===== src/rtl/regfile_pkg.sv =====
// Shared types and constants for the register-file write arbiter slice.
package regfile_pkg;

  localparam int DATA_W   = 32;
  localparam int ADDR_W   = 3;
  localparam int NUM_REGS = 8;
  localparam int CNT_W    = 16;

  typedef logic [ADDR_W-1:0]   reg_addr_t;
  typedef logic [DATA_W-1:0]   reg_data_t;
  typedef logic [NUM_REGS-1:0] reg_mask_t;
  typedef logic [CNT_W-1:0]    cnt_t;

  typedef struct packed {
    logic      valid;
    reg_addr_t addr;
    reg_data_t data;
  } wb_req_t;

  function automatic reg_mask_t addr_onehot(input reg_addr_t addr);
    return {{(NUM_REGS-1){1'b0}}, 1'b1} << addr;
  endfunction

endpackage


===== src/rtl/regfile_write_arbiter_if.sv =====
// Writeback / scoreboard bundle between the pipeline and the write arbiter.
// Bypass signals exist only when REGFILE_ARB_BYPASS_EN is defined.
interface regfile_write_arbiter_if;
  import regfile_pkg::*;

  logic      req0_valid, req0_ready, req1_valid, req1_ready;
  reg_addr_t req0_addr, req1_addr;
  reg_data_t req0_data, req1_data;
  logic      rsv_valid, rsv_ready;
  reg_addr_t rsv_addr;
  reg_addr_t rd_addr1, rd_addr2;
  logic      rd_stall;
  logic      rf_we;
  reg_addr_t rf_waddr;
  reg_data_t rf_wdata;
  reg_mask_t pending;
  cnt_t      conflict_cnt;
`ifdef REGFILE_ARB_BYPASS_EN
  logic      byp_hit1, byp_hit2;
  reg_data_t byp_data;

  modport slave (
    input  req0_valid, req0_addr, req0_data, req1_valid, req1_addr, req1_data,
    input  rsv_valid, rsv_addr, rd_addr1, rd_addr2,
    output req0_ready, req1_ready, rsv_ready, rd_stall,
    output rf_we, rf_waddr, rf_wdata, pending, conflict_cnt,
    output byp_hit1, byp_hit2, byp_data
  );
  modport master (
    output req0_valid, req0_addr, req0_data, req1_valid, req1_addr, req1_data,
    output rsv_valid, rsv_addr, rd_addr1, rd_addr2,
    input  req0_ready, req1_ready, rsv_ready, rd_stall,
    input  rf_we, rf_waddr, rf_wdata, pending, conflict_cnt,
    input  byp_hit1, byp_hit2, byp_data
  );
`else
  modport slave (
    input  req0_valid, req0_addr, req0_data, req1_valid, req1_addr, req1_data,
    input  rsv_valid, rsv_addr, rd_addr1, rd_addr2,
    output req0_ready, req1_ready, rsv_ready, rd_stall,
    output rf_we, rf_waddr, rf_wdata, pending, conflict_cnt
  );
  modport master (
    output req0_valid, req0_addr, req0_data, req1_valid, req1_addr, req1_data,
    output rsv_valid, rsv_addr, rd_addr1, rd_addr2,
    input  req0_ready, req1_ready, rsv_ready, rd_stall,
    input  rf_we, rf_waddr, rf_wdata, pending, conflict_cnt
  );
`endif
endinterface


===== src/rtl/rr_arbiter2.sv =====
// Two-way round-robin grant; rr_last only moves on contended cycles.
module rr_arbiter2 (
  input  logic clk,
  input  logic rst_n,
  input  logic valid0,
  input  logic valid1,
  output logic gnt0,
  output logic gnt1
);

  logic rr_last_r;

  // Contended cycles favour the port that did not win last time.
  always_comb begin
    gnt0 = 1'b0;
    gnt1 = 1'b0;
    if (valid0 && valid1) begin
      gnt0 = rr_last_r;
      gnt1 = ~rr_last_r;
    end else begin
      gnt0 = valid0;
      gnt1 = valid1;
    end
  end

  // Remember the winner of the most recent conflict.
  always_ff @(posedge clk) begin
    if (!rst_n) begin
      rr_last_r <= 1'b1;
    end else if (valid0 && valid1) begin
      rr_last_r <= gnt1;
    end else begin
      rr_last_r <= rr_last_r;
    end
  end

endmodule


===== src/rtl/regfile_write_arbiter.sv =====
// Shares the register-file write port between ALU and load unit and keeps a
// pending scoreboard. Optional REGFILE_ARB_BYPASS_EN adds write-port bypass.
module regfile_write_arbiter
  import regfile_pkg::*;
(
  input  logic                    clk,
  input  logic                    rst_n,
  regfile_write_arbiter_if.slave  bus
);

  logic      gnt0_s, gnt1_s, conflict_s, rsv_fire_s;
  reg_mask_t pending_next_s, stall_mask_s;
  logic      rf_we_r;
  reg_addr_t rf_waddr_r;
  reg_data_t rf_wdata_r;
  reg_mask_t pending_r;
  cnt_t      conflict_cnt_r;

  rr_arbiter2 u_arb (
    .clk    (clk),
    .rst_n  (rst_n),
    .valid0 (bus.req0_valid),
    .valid1 (bus.req1_valid),
    .gnt0   (gnt0_s),
    .gnt1   (gnt1_s)
  );

  assign conflict_s     = bus.req0_valid & bus.req1_valid;
  assign rsv_fire_s     = bus.rsv_valid & ~pending_r[bus.rsv_addr];
  assign bus.req0_ready = gnt0_s;
  assign bus.req1_ready = gnt1_s;
  assign bus.rsv_ready  = ~pending_r[bus.rsv_addr];

  // Clear on commit first, then set, so a same-edge reservation survives.
  always_comb begin
    pending_next_s = pending_r;
    if (rf_we_r) begin
      pending_next_s = pending_next_s & ~addr_onehot(rf_waddr_r);
    end else begin
      pending_next_s = pending_next_s;
    end
    if (rsv_fire_s) begin
      pending_next_s = pending_next_s | addr_onehot(bus.rsv_addr);
    end else begin
      pending_next_s = pending_next_s;
    end
  end

  // Pending bits that still block readers this cycle.
  always_comb begin
    stall_mask_s = pending_r;
`ifdef REGFILE_ARB_BYPASS_EN
    if (rf_we_r) begin
      stall_mask_s = pending_r & ~addr_onehot(rf_waddr_r);
    end else begin
      stall_mask_s = pending_r;
    end
`endif
  end

  assign bus.rd_stall = stall_mask_s[bus.rd_addr1] | stall_mask_s[bus.rd_addr2];

`ifdef REGFILE_ARB_BYPASS_EN
  assign bus.byp_hit1 = rf_we_r && (rf_waddr_r == bus.rd_addr1);
  assign bus.byp_hit2 = rf_we_r && (rf_waddr_r == bus.rd_addr2);
  assign bus.byp_data = rf_wdata_r;
`endif

  // Write-port registers, scoreboard and saturating conflict counter.
  always_ff @(posedge clk) begin
    if (!rst_n) begin
      rf_we_r        <= 1'b0;
      rf_waddr_r     <= {ADDR_W{1'b0}};
      rf_wdata_r     <= {DATA_W{1'b0}};
      pending_r      <= {NUM_REGS{1'b0}};
      conflict_cnt_r <= {CNT_W{1'b0}};
    end else begin
      rf_we_r   <= gnt0_s | gnt1_s;
      pending_r <= pending_next_s;
      if (gnt0_s) begin
        rf_waddr_r <= bus.req0_addr;
        rf_wdata_r <= bus.req0_data;
      end else if (gnt1_s) begin
        rf_waddr_r <= bus.req1_addr;
        rf_wdata_r <= bus.req1_data;
      end else begin
        rf_waddr_r <= rf_waddr_r;
        rf_wdata_r <= rf_wdata_r;
      end
      if (conflict_s && (conflict_cnt_r != {CNT_W{1'b1}})) begin
        conflict_cnt_r <= conflict_cnt_r + {{(CNT_W-1){1'b0}}, 1'b1};
      end else begin
        conflict_cnt_r <= conflict_cnt_r;
      end
    end
  end

  assign bus.rf_we        = rf_we_r;
  assign bus.rf_waddr     = rf_waddr_r;
  assign bus.rf_wdata     = rf_wdata_r;
  assign bus.pending      = pending_r;
  assign bus.conflict_cnt = conflict_cnt_r;

endmodule


===== src/flat_wrapper.sv =====
// flat-port wrapper written by rule: the top's interface ports become plain ports
module regfile_write_arbiter_flat import regfile_pkg::*;
  (clk, rst_n, bus_req0_valid, bus_req0_addr, bus_req0_data, bus_req1_valid, bus_req1_addr, bus_req1_data, bus_rsv_valid, bus_rsv_addr, bus_rd_addr1, bus_rd_addr2, bus_req0_ready, bus_req1_ready, bus_rsv_ready, bus_rd_stall, bus_rf_we, bus_rf_waddr, bus_rf_wdata, bus_pending, bus_conflict_cnt);
  regfile_write_arbiter_if bus_i ();
  input  logic clk;
  input  logic rst_n;
  input wire logic [$bits(bus_i.req0_valid)-1:0] bus_req0_valid;
  input wire logic [$bits(bus_i.req0_addr)-1:0] bus_req0_addr;
  input wire logic [$bits(bus_i.req0_data)-1:0] bus_req0_data;
  input wire logic [$bits(bus_i.req1_valid)-1:0] bus_req1_valid;
  input wire logic [$bits(bus_i.req1_addr)-1:0] bus_req1_addr;
  input wire logic [$bits(bus_i.req1_data)-1:0] bus_req1_data;
  input wire logic [$bits(bus_i.rsv_valid)-1:0] bus_rsv_valid;
  input wire logic [$bits(bus_i.rsv_addr)-1:0] bus_rsv_addr;
  input wire logic [$bits(bus_i.rd_addr1)-1:0] bus_rd_addr1;
  input wire logic [$bits(bus_i.rd_addr2)-1:0] bus_rd_addr2;
  output wire logic [$bits(bus_i.req0_ready)-1:0] bus_req0_ready;
  output wire logic [$bits(bus_i.req1_ready)-1:0] bus_req1_ready;
  output wire logic [$bits(bus_i.rsv_ready)-1:0] bus_rsv_ready;
  output wire logic [$bits(bus_i.rd_stall)-1:0] bus_rd_stall;
  output wire logic [$bits(bus_i.rf_we)-1:0] bus_rf_we;
  output wire logic [$bits(bus_i.rf_waddr)-1:0] bus_rf_waddr;
  output wire logic [$bits(bus_i.rf_wdata)-1:0] bus_rf_wdata;
  output wire logic [$bits(bus_i.pending)-1:0] bus_pending;
  output wire logic [$bits(bus_i.conflict_cnt)-1:0] bus_conflict_cnt;
  assign bus_i.req0_valid = bus_req0_valid;
  assign bus_i.req0_addr = bus_req0_addr;
  assign bus_i.req0_data = bus_req0_data;
  assign bus_i.req1_valid = bus_req1_valid;
  assign bus_i.req1_addr = bus_req1_addr;
  assign bus_i.req1_data = bus_req1_data;
  assign bus_i.rsv_valid = bus_rsv_valid;
  assign bus_i.rsv_addr = bus_rsv_addr;
  assign bus_i.rd_addr1 = bus_rd_addr1;
  assign bus_i.rd_addr2 = bus_rd_addr2;
  assign bus_req0_ready = bus_i.req0_ready;
  assign bus_req1_ready = bus_i.req1_ready;
  assign bus_rsv_ready = bus_i.rsv_ready;
  assign bus_rd_stall = bus_i.rd_stall;
  assign bus_rf_we = bus_i.rf_we;
  assign bus_rf_waddr = bus_i.rf_waddr;
  assign bus_rf_wdata = bus_i.rf_wdata;
  assign bus_pending = bus_i.pending;
  assign bus_conflict_cnt = bus_i.conflict_cnt;
  regfile_write_arbiter u_core (.clk(clk), .rst_n(rst_n), .bus(bus_i));
endmodule

===== config.mk =====
export PLATFORM = sky130hd
export DESIGN_NAME = regfile_write_arbiter_flat
export DESIGN_NICKNAME = d
export VERILOG_FILES = /design/src/rtl/regfile_pkg.sv /design/src/rtl/regfile_write_arbiter_if.sv /design/src/rtl/rr_arbiter2.sv /design/src/rtl/regfile_write_arbiter.sv /design/src/flat_wrapper.sv
export SDC_FILE = /design/constraint.sdc
export NUM_CORES = 1
export LEC_CHECK = 0
export ABC_AREA = 1
export CAP_MARGIN = 20
export CORE_ASPECT_RATIO = 1.1
export CORE_MARGIN = 8
export CORE_UTILIZATION = 37
export CTS_CLUSTER_DIAMETER = 80
export CTS_CLUSTER_SIZE = 25
export DETAILED_ROUTE_END_ITERATION = 10
export PLACE_DENSITY_LB_ADDON = 0.05
export SYNTH_ARGS = -nofsm -noshare
export SYNTH_HDL_FRONTEND = slang
export SYNTH_SLANG_ARGS = --single-unit
export TNS_END_PERCENT = 5

===== constraint.sdc =====
create_clock -name clk -period 1.5 [get_ports clk]
set_clock_uncertainty 0.15 [all_clocks]
set_input_delay 0.45 -clock clk [delete_from_list [all_inputs] [get_ports clk]]
set_output_delay 0.45 -clock clk [all_outputs]
set_load 0.01 [all_outputs]

==> flow_metrics.env, run 1 <==
export IMPL_busiest_layer="met2"
export IMPL_track_usage_pct=18.8
export IMPL_use_met2_pct=30.7
export IMPL_synth_fa_ha_area_share_pct=0.408
export IMPL_die_w_um=103
export IMPL_min_period_ns=1.86
export IMPL_placementRows=35
export IMPL_yosysSeqAreaShare_pct=39.8
export IMPL_cap_violations=0
export IMPL_power_frac_comb_pct=20.8
export IMPL_max_stage_delay_ns=0.20
export IMPL_drt_iter0_drc=105
export IMPL_p_sw_share_pct=26.7
export IMPL_hp_class="flip-flop to flip-flop"
export IMPL_cts_tree="done"
export IMPL_first_global_vias=3823
export IMPL_clk_latency_ns=0.34
export IMPL_rsz0062_at_grt="yes"
export IMPL_layout_drive_gt1_share_pct=33.0
export IMPL_grt_max_degree=36
export IMPL_finalCritPeriodShare_pct=124
export IMPL_cts_root_buffer="clkbuf_8"
export IMPL_synth_area_um2=3070
export IMPL_synth_distinct_cells=33
export IMPL_grt_pass1_wl_um=17500
export IMPL_violations="setup timing"
export IMPL_cts_buffers=9
export IMPL_cts_sinks=61
export IMPL_reg2reg_from="u_core.bus.conflict_cnt[1]"
export IMPL_p_clk_share_pct=35.3
export IMPL_worst_r2r_cell_count=8
export IMPL_grtUsageMet3_pct=8.11
export IMPL_nets=721
export IMPL_hold_buffers=0
export IMPL_setup_violations=19
export IMPL_gp_congestion=0.837
export IMPL_power_frac_seq_pct=43.9
export IMPL_drv_slew=0
export IMPL_antenna_found_initial=0
export IMPL_drc_errors=0
export IMPL_portBuffers=147
export IMPL_pin_count=148
export IMPL_synthCells=441
export IMPL_synth_compound_area_share_pct=20.3
export IMPL_synthMuxAreaShare_pct=0
export IMPL_clock_fmax_mhz=539
export IMPL_r2r_setup_slack_ns=-0.05
export IMPL_leakagePower_uw=0.00215
export IMPL_p_int_uw=2950
export IMPL_grt_ovfl_total=0
export IMPL_critical_path_top_delay_family="buffers and inverters"
export IMPL_hold_path_endpoint="u_core.bus.rf_wdata[18]"
export IMPL_n_fill_cell=786
export IMPL_cp_max_fo=5
export IMPL_holdWs_ns=0.320
export IMPL_multi_input_area_um2=1720
export IMPL_ys_ff_latch=61
export IMPL_die_area_um2=11500
export IMPL_crit_top_cell="nand2_2"
export IMPL_yosys_area_share_simple_pct=31.2
export IMPL_cp_arrival_ns=1.26
export IMPL_post_dp_hpwl_um=8020
export IMPL_hold_viol=0
export IMPL_clockBufferDepth=2
export IMPL_p_per_area_nw_per_um2=793
export IMPL_htreeDepth=3
export IMPL_vias=3638
export IMPL_end_kind="output port"
export IMPL_synth_top_family_by_area="simple AND/OR/NAND/NOR gates"
export IMPL_path_cells="clkdlybuf4s15_1, buf_6, nand2_2, nand2_2, nand2_2, nand3_2, nand2_2, buf_6"
export IMPL_crit_slowest_cell="clkdlybuf4s15_1"
export IMPL_antenna_cells=0
export IMPL_crit_buf_inv=3
export IMPL_synth_xor_area_share_pct=1.71
export IMPL_fp_coreArea_um2=8230
export IMPL_tightestPinTransition_ns=0.379
export IMPL_maxSlewHeadroom_pct=74.7
export IMPL_syn_area_per_cell_um2=6.96
export IMPL_r2r_end="u_core.bus.conflict_cnt[15]"
export IMPL_routed_wl_um=10700
export IMPL_yosysWarnings=0
export IMPL_crit_type="input port to output port"
export IMPL_clk_pin_slew_ns=0.06
export IMPL_power_switching_uw=1080
export IMPL_required_ns=0.90
export IMPL_viasPerCell=4.84
export IMPL_start_kind="input port"
export IMPL_syn_nets=526
export IMPL_fp_dieH_um=112
export IMPL_status="complete, but fails checks"
export IMPL_register_area_um2=1280
export IMPL_setup_slack_ns=-0.357
export IMPL_hp_start="u_core.bus.rf_wdata[18]"
export IMPL_place_area_um2=5010
export IMPL_start_util_pct=37.3
export IMPL_wire_per_inst_um=14.3
export IMPL_synth_ff_type="dfxtp_1"
export IMPL_whs_path_depth=2
export IMPL_ys_async_sr_fraction_pct=0
export IMPL_grt_met1_usage_pct=20.6
export IMPL_area_delta_synth_final_pct=65.4
export IMPL_final_area_um2=5070
export IMPL_first_pass_iters=4
export IMPL_vdd_drop_max_v=0.000524
export IMPL_ant_nets=0
export IMPL_fin_tns_setup_ns=-1.32
export IMPL_synth_edf_count=0
## worst max-delay path by stage
stage | startpoint | to | cells past startpoint
CTS | u_core.bus.pending[4] | bus_rd_stall | 6
detailed placement | bus_rd_addr2[0] | bus_rd_stall | 8
global placement | bus_rd_addr1[0] | bus_rd_stall | 7
finish | bus_rsv_addr[0] | bus_rsv_ready | 8
global route | u_core.bus.pending[5] | bus_rd_stall | 6
floorplan | bus_rsv_addr[0] | bus_rsv_ready | 6
## power by group through the flow
stage | registers [uW] | clock network [uW] | logic, uW
2_1_floorplan | 1850 | 0 | 291
3_3_place_gp | 1810 | 0 | 906
3_5_place_dp | 1810 | 0 | 914
4_1_cts | 1770 | 1470 | 838
5_1_grt | 1780 | 1520 | 924
6_report | 1770 | 1420 | 837
## placed cells by master, fill, tap and decap left out, types with 2 or more instances in the layout
master / instances
a21oi_1: 16
a21oi_2: 6
buf_12: 2
buf_2: 60
buf_4: 49
buf_6: 13
clkbuf_1: 3
clkbuf_8: 10
clkdlybuf4s15_1: 3
clkdlybuf4s15_2: 2
clkdlybuf4s50_1: 72
clkinv_2: 2
dfxtp_1: 33
dfxtp_2: 17
dfxtp_4: 11
dlygate4sd2_1: 4
inv_1: 14
inv_2: 6
nand2_1: 71
nand2_2: 8
nand3_1: 44
nand3_2: 7
nand4_1: 3
nor2_1: 62
nor2_2: 6
nor2_4: 5
nor3_1: 4
o21ai_0: 46
o21ai_1: 39
o22ai_1: 4
xnor2_1: 3
xor2_1: 3
## worst register-to-register path, delay by kind of cell (launching register included)
family	cells	cell delay, ns
and+or+nand+nor	7	0.82
DFF	1	0.37
buffers and inverters	1	0.11
## timing repair
action	in CTS	in global routing
endpoints found under the setup margin	123	44
pin swaps	14	5
buffers inserted	4	1
gates resized for setup	334	24
## through the flow
| stage | setup slack (ns) | cells | utilization, % | power [uW] |
|---|---|---|---|---|
| 2_1_floorplan | -0.0252 | 441 | - | 2150 |
| 3_3_place_gp | -1.05 | 731 | 60.9 | 2710 |
| 3_5_place_dp | -1.10 | 731 | 60.9 | 2730 |
| 4_1_cts | -0.361 | 750 | 61.3 | 4080 |
| 5_1_grt | -0.411 | 751 | 61.6 | 4230 |
| 6_report | -0.357 | 751 | 61.6 | 4030 |
## registers in the layout, indices dropped and copies added, names as in the netlist
register                 count
u_core.bus.pending           8
u_core.u_arb.rr_last_r       1
u_core.bus.rf_waddr          3
u_core.bus.rf_we             1
u_core.bus.rf_wdata         32
u_core.bus.conflict_cnt     16
## logic make-up (layout without fill, tap and decap cells)
group,Yosys count,after routing
flops,61,61
buf+inv,43,242
xor+xnor,6,6
compound gates,118,118
fa+ha+maj,1,1
simple gates,212,212
## final cells by class
cell class / count / area share (%)
multi-input cells: 337 / 33.9
clock inverters: 2 / 0.691
well taps: 111 / 2.74
flip-flops and latches: 61 / 25.3
clock buffers: 13 / 2.93
inverters: 21 / 1.58
repair buffers: 206 / 32.9
## Yosys cell counts, types with 4 or more instances
cell type	n	area [um2]
a21oi_1	22	110
buf_2	9	45.0
clkbuf_1	7	26.3
dfxtp_1	61	1220
inv_1	18	67.6
nand2_1	77	289
nand3_1	46	230
nand3_2	5	50.1
nor2_1	65	244
nor2_4	5	56.3
nor3_1	5	25.0
o21ai_0	59	295
o21ai_1	27	135
o22ai_1	4	25.0
## per-layer routing
| layer | routed length, um | part of all wire [%] |
|---|---|---|
| met2 | 5170 | 48 |
| met4 | 203 | 1.9 |
| met1 | 4240 | 40 |
| met5 | 0 | 0 |
| met3 | 1110 | 10 |
(Power assumes the default switching activity.)
==> inputs of run 2 (changes only) <==
MAX_ROUTING_LAYER = met4   (was default)
==> flow_metrics.env, run 2 (same netlist as run 1, synthesis figures left out) <==
export IMPL_leakagePower_uw=0.00215
export IMPL_layout_drive_gt1_share_pct=33.1
export IMPL_min_period_ns=1.86
export IMPL_reg2reg_from="u_core.bus.conflict_cnt[1]"
export IMPL_clockBufferDepth=2
export IMPL_gp_congestion=0.850
export IMPL_violations="setup timing"
export IMPL_crit_type="input port to output port"
export IMPL_wl_met3_um=801
export IMPL_maxSlewHeadroom_pct=74.3
export IMPL_finalCritPeriodShare_pct=124
export IMPL_cts_buffers=9
export IMPL_fin_tns_setup_ns=-1.31
export IMPL_setup_violations=19
export IMPL_fp_coreArea_um2=8230
export IMPL_clock_fmax_mhz=539
export IMPL_cts_root_buffer="clkbuf_8"
export IMPL_die_w_um=103
export IMPL_drt_iter0_drc=115
export IMPL_setup_slack_ns=-0.356
export IMPL_final_common_cell="clkdlybuf4s50_1"
export IMPL_start_util_pct=37.3
export IMPL_first_pass_iters=4
export IMPL_drv_slew=0
export IMPL_p_per_area_nw_per_um2=791
export IMPL_first_global_vias=3832
export IMPL_status="complete, but fails checks"
export IMPL_routed_wl_um=10700
export IMPL_rsz0062_at_grt="yes"
export IMPL_drt_met1_wl_um=4540
export IMPL_hold_buffers=0
export IMPL_die_area_um2=11500
export IMPL_cts_sinks=61
export IMPL_grt_ovfl_total=0
export IMPL_cp_max_fo=4
export IMPL_holdWs_ns=0.320
export IMPL_cts_tree="done"
export IMPL_tightestPinTransition_ns=0.385
export IMPL_final_cell_mix="clkdlybuf4s50_1 (72), nand2_1 (70), nor2_1 (62)"
export IMPL_nets=721
export IMPL_grt_max_degree=36
export IMPL_clk_latency_ns=0.33
export IMPL_fp_dieH_um=112
export IMPL_top_layer="met4"
export IMPL_cap_violations=0
export IMPL_hp_class="flip-flop to flip-flop"
export IMPL_post_dp_hpwl_um=8020
export IMPL_largest_reg_flops=32
export IMPL_vias=3661
export IMPL_vdd_drop_max_v=0.000527
export IMPL_cp_arrival_ns=1.26
export IMPL_required_ns=0.90
export IMPL_clk_pin_slew_ns=0.06
export IMPL_track_usage_pct=19.4
export IMPL_wl_met2_um=5220
export IMPL_drc_errors=0
export IMPL_finish_utilization_pct=61.7
export IMPL_grt_pass1_wl_um=17400
export IMPL_antenna_found_initial=0
export IMPL_viasPerCell=4.87
export IMPL_area_delta_synth_final_pct=65.5
export IMPL_startpoint="bus_rd_addr1[1]"
export IMPL_start_kind="input port"
export IMPL_end_kind="output port"
export IMPL_hold_viol=0
export IMPL_portBuffers=147
export IMPL_hp_start="u_core.bus.rf_wdata[18]"
export IMPL_placementRows=35
export IMPL_antenna_cells=0
export IMPL_pin_count=148
export IMPL_htreeDepth=3
export IMPL_wire_per_inst_um=14.3
export IMPL_ant_nets=0
run 2: final timing paths:
path	to	slack [ns]	depth (start not counted)
setup / recovery	bus_rd_stall	-0.36	6
hold / removal	u_core.bus.rf_wdata[18]	0.32	2
setup reg to reg	u_core.bus.conflict_cnt[15]	-0.05	8
hold reg to reg	u_core.bus.rf_wdata[18]	0.32	2
run 2: area by class of cell:
cell class	instances	area [um2]
timing repair buffer	206	1670
clock inverter	2	35.0
fill	783	3150
inverter	21	80.1
multi-input combinational	337	1720
sequential	61	1290
tap	111	139
clock buffer	13	149
run 2: power by group:
group / switching (uW) / internal (uW)
registers: 59.0 / 1710
clock network: 613 / 804
logic: 399 / 438
total: 1070 / 2950
run 2: worst max-delay path, stage by stage:
cell and delay, ns:
clkdlybuf4s15_1 0.22, o21bai_1 0.17, o221ai_1 0.13, o21ai_1 0.09
nand2_1 0.06, buf_2 0.12
run 2: per-stage QoR:
| stage | instance area, um2 | instances | setup WS, ns | total power [uW] |
|---|---|---|---|---|
| 6_report | 5080 | 751 | -0.356 | 4020 |
| 5_1_grt | 5080 | 751 | -0.411 | 4230 |
| 4_1_cts | 5040 | 750 | -0.361 | 4080 |
| 3_5_place_dp | 5010 | 731 | -1.10 | 2730 |
| 3_3_place_gp | 5010 | 731 | -1.05 | 2710 |
| 2_1_floorplan | 3100 | 441 | -0.0252 | 2150 |
run 2: metal layers:
| metal | track usage, % | vias to the layer above |
|---|---|---|
| met4 | 8.12 | 0 |
| met1 | 21.9 | 1650 |
| met3 | 5.99 | 15 |
| met5 | - | - |
| li1 | - | 1878 |
| met2 | 30.7 | 118 |
run 2: repair_timing:
action,4_1_cts,5_1_grt
pin swaps,14,8
setup buffers,4,1
endpoints found under the setup margin,123,44
gates resized for setup,334,26
==> inputs of run 3 (changes only) <==
PLACE_DENSITY = 0.77   (was default)
PLACE_DENSITY_LB_ADDON = default   (was 0.05)
==> flow_metrics.env, run 3 (same netlist as run 1, synthesis figures left out) <==
export IMPL_p_int_uw=3020
export IMPL_clk_pin_slew_ns=0.08
export IMPL_cts_sinks=61
export IMPL_end_kind="output port"
export IMPL_hold_buffers=0
export IMPL_status="complete, but fails checks"
export IMPL_tightestPinTransition_ns=0.308
export IMPL_power_switching_uw=1120
export IMPL_portBuffers=147
export IMPL_cts_root_buffer="clkbuf_8"
export IMPL_place_inst=738
export IMPL_rsz0062_at_grt="yes"
export IMPL_top_layer="met4"
export IMPL_drv_slew=0
export IMPL_stdcell_count=756
export IMPL_drc_errors=0
export IMPL_area_delta_synth_final_pct=67.3
export IMPL_holdWs_ns=0.322
export IMPL_cts_buffers=9
export IMPL_maxSlewHeadroom_pct=79.3
export IMPL_die_w_um=103
export IMPL_final_area_um2=5130
export IMPL_post_dp_hpwl_um=8490
export IMPL_start_kind="input port"
export IMPL_htreeDepth=3
export IMPL_crit_buf_inv=2
export IMPL_p_sw_share_pct=27.1
export IMPL_cap_violations=0
export IMPL_crit_slowest_cell="clkdlybuf4s15_1"
export IMPL_setup_slack_ns=-0.388
export IMPL_final_common_cell="nand2_1"
export IMPL_first_global_vias=3733
export IMPL_violations="setup timing"
export IMPL_layout_drive_gt1_share_pct=33.5
export IMPL_power_frac_comb_pct=20.4
export IMPL_largest_reg_flops=32
export IMPL_start_util_pct=37.3
export IMPL_nets=725
export IMPL_placementRows=35
export IMPL_power_frac_seq_pct=42.9
export IMPL_cp_arrival_ns=1.29
export IMPL_clock_fmax_mhz=530
export IMPL_path_cells="clkdlybuf4s15_1, o21bai_1, o221ai_1, o21ai_1, nand2_1, buf_2"
export IMPL_max_stage_delay_ns=0.22
export IMPL_ant_nets=0
export IMPL_n_fill_cell=782
export IMPL_hold_viol=0
export IMPL_pin_count=148
export IMPL_first_pass_iters=4
export IMPL_clk_latency_ns=0.33
export IMPL_antenna_cells=0
export IMPL_p_per_area_nw_per_um2=806
export IMPL_cp_max_fo=4
export IMPL_drt_iter0_drc=106
export IMPL_vdd_drop_max_v=0.000473
export IMPL_fp_dieH_um=112
export IMPL_hp_class="flip-flop to flip-flop"
export IMPL_wl_met3_um=1190
export IMPL_clockBufferDepth=2
export IMPL_required_ns=0.90
export IMPL_grt_pass1_wl_um=17300
export IMPL_final_cell_mix="nand2_1 (72), clkdlybuf4s50_1 (71), nor2_1 (63)"
export IMPL_place_area_um2=5060
export IMPL_dpl_worst_slack_ns=-1.12
export IMPL_drt_met1_wl_um=4450
export IMPL_antenna_found_initial=0
export IMPL_routed_wl_um=10800
export IMPL_grt_ovfl_total=0
export IMPL_wl_met2_um=5060
export IMPL_wire_per_inst_um=14.3
export IMPL_vias=3734
export IMPL_p_clk_share_pct=36.7
export IMPL_gp_congestion=0.891
export IMPL_crit_type="input port to output port"
export IMPL_leakagePower_uw=0.00218
export IMPL_grt_max_degree=36
export IMPL_track_usage_pct=19.1
export IMPL_viasPerCell=4.94
export IMPL_setup_violations=21
export IMPL_finalCritPeriodShare_pct=126
export IMPL_critical_path_top_delay_family="compound AO/OA/AOI/OAI gates"
export IMPL_die_area_um2=11500
export IMPL_min_period_ns=1.89
export IMPL_cts_tree="done"
export IMPL_fp_coreArea_um2=8230
[run 3: power by group through the flow]
stage	registers, uW	logic, uW	clock network [uW]
final	1770	846	1520
after global routing	1790	927	1630
after CTS	1770	856	1550
after detailed placement	1810	925	0
after global placement	1810	913	0
after floorplan	1850	291	0
[run 3: final timing paths]
kind / start / end / slack (ns) / cells after the start
worst max-delay path: bus_rd_addr1[1] / bus_rd_stall / -0.39 / 6
worst min-delay path: u_core.bus.rf_wdata[21] / u_core.bus.rf_wdata[21] / 0.32 / 2
worst max register to register: u_core.bus.conflict_cnt[1] / u_core.bus.conflict_cnt[9] / -0.04 / 11
worst min register to register: u_core.bus.rf_wdata[21] / u_core.bus.rf_wdata[21] / 0.32 / 2
[run 3: through the flow]
step           power [uW]  util [%]  setup TNS (ns)
5_1_grt              4340      62.3           -3.22
4_1_cts              4180      62.5           -1.52
2_1_floorplan        2150         -         -0.0780
3_3_place_gp         2720      61.5          -31.45
6_report             4140      62.3           -1.20
3_5_place_dp         2740      61.5          -34.11
[run 3: timing repair]
action                                  in CTS  in global routing
pin swaps                                   13                  3
resized for setup                          326                 23
setup buffers                                2                  0
endpoints found under the setup margin     123                 41
hold endpoints to repair                     0                  0
[run 3: tightest hold or removal path, delay by kind of cell (launching register included)]
family | cells | cell delay, ns
AND/OR/NAND/NOR | 1 | 0.07
flip-flops | 1 | 0.31
AO/OA/AOI/OAI | 1 | 0.05
[run 3: cell type report]
class	instances	area, um2	share of cell area [%]
Clock buffer	11	151	2.95
Clock inverter	5	57.6	1.12
Inverter	21	81.3	1.58
Multi-Input combinational cell	337	1710	33.2
Sequential cell	61	1270	24.8
Tap cell	111	139	2.71
Timing Repair Buffer	210	1730	33.6
[run 3: layer usage]
metal / up-vias / track usage (%)
met3: 6 / 9.74
met5: - / -
li1: 1884 / -
met1: 1701 / 21.1
met2: 143 / 29.9
met4: 0 / 4.44
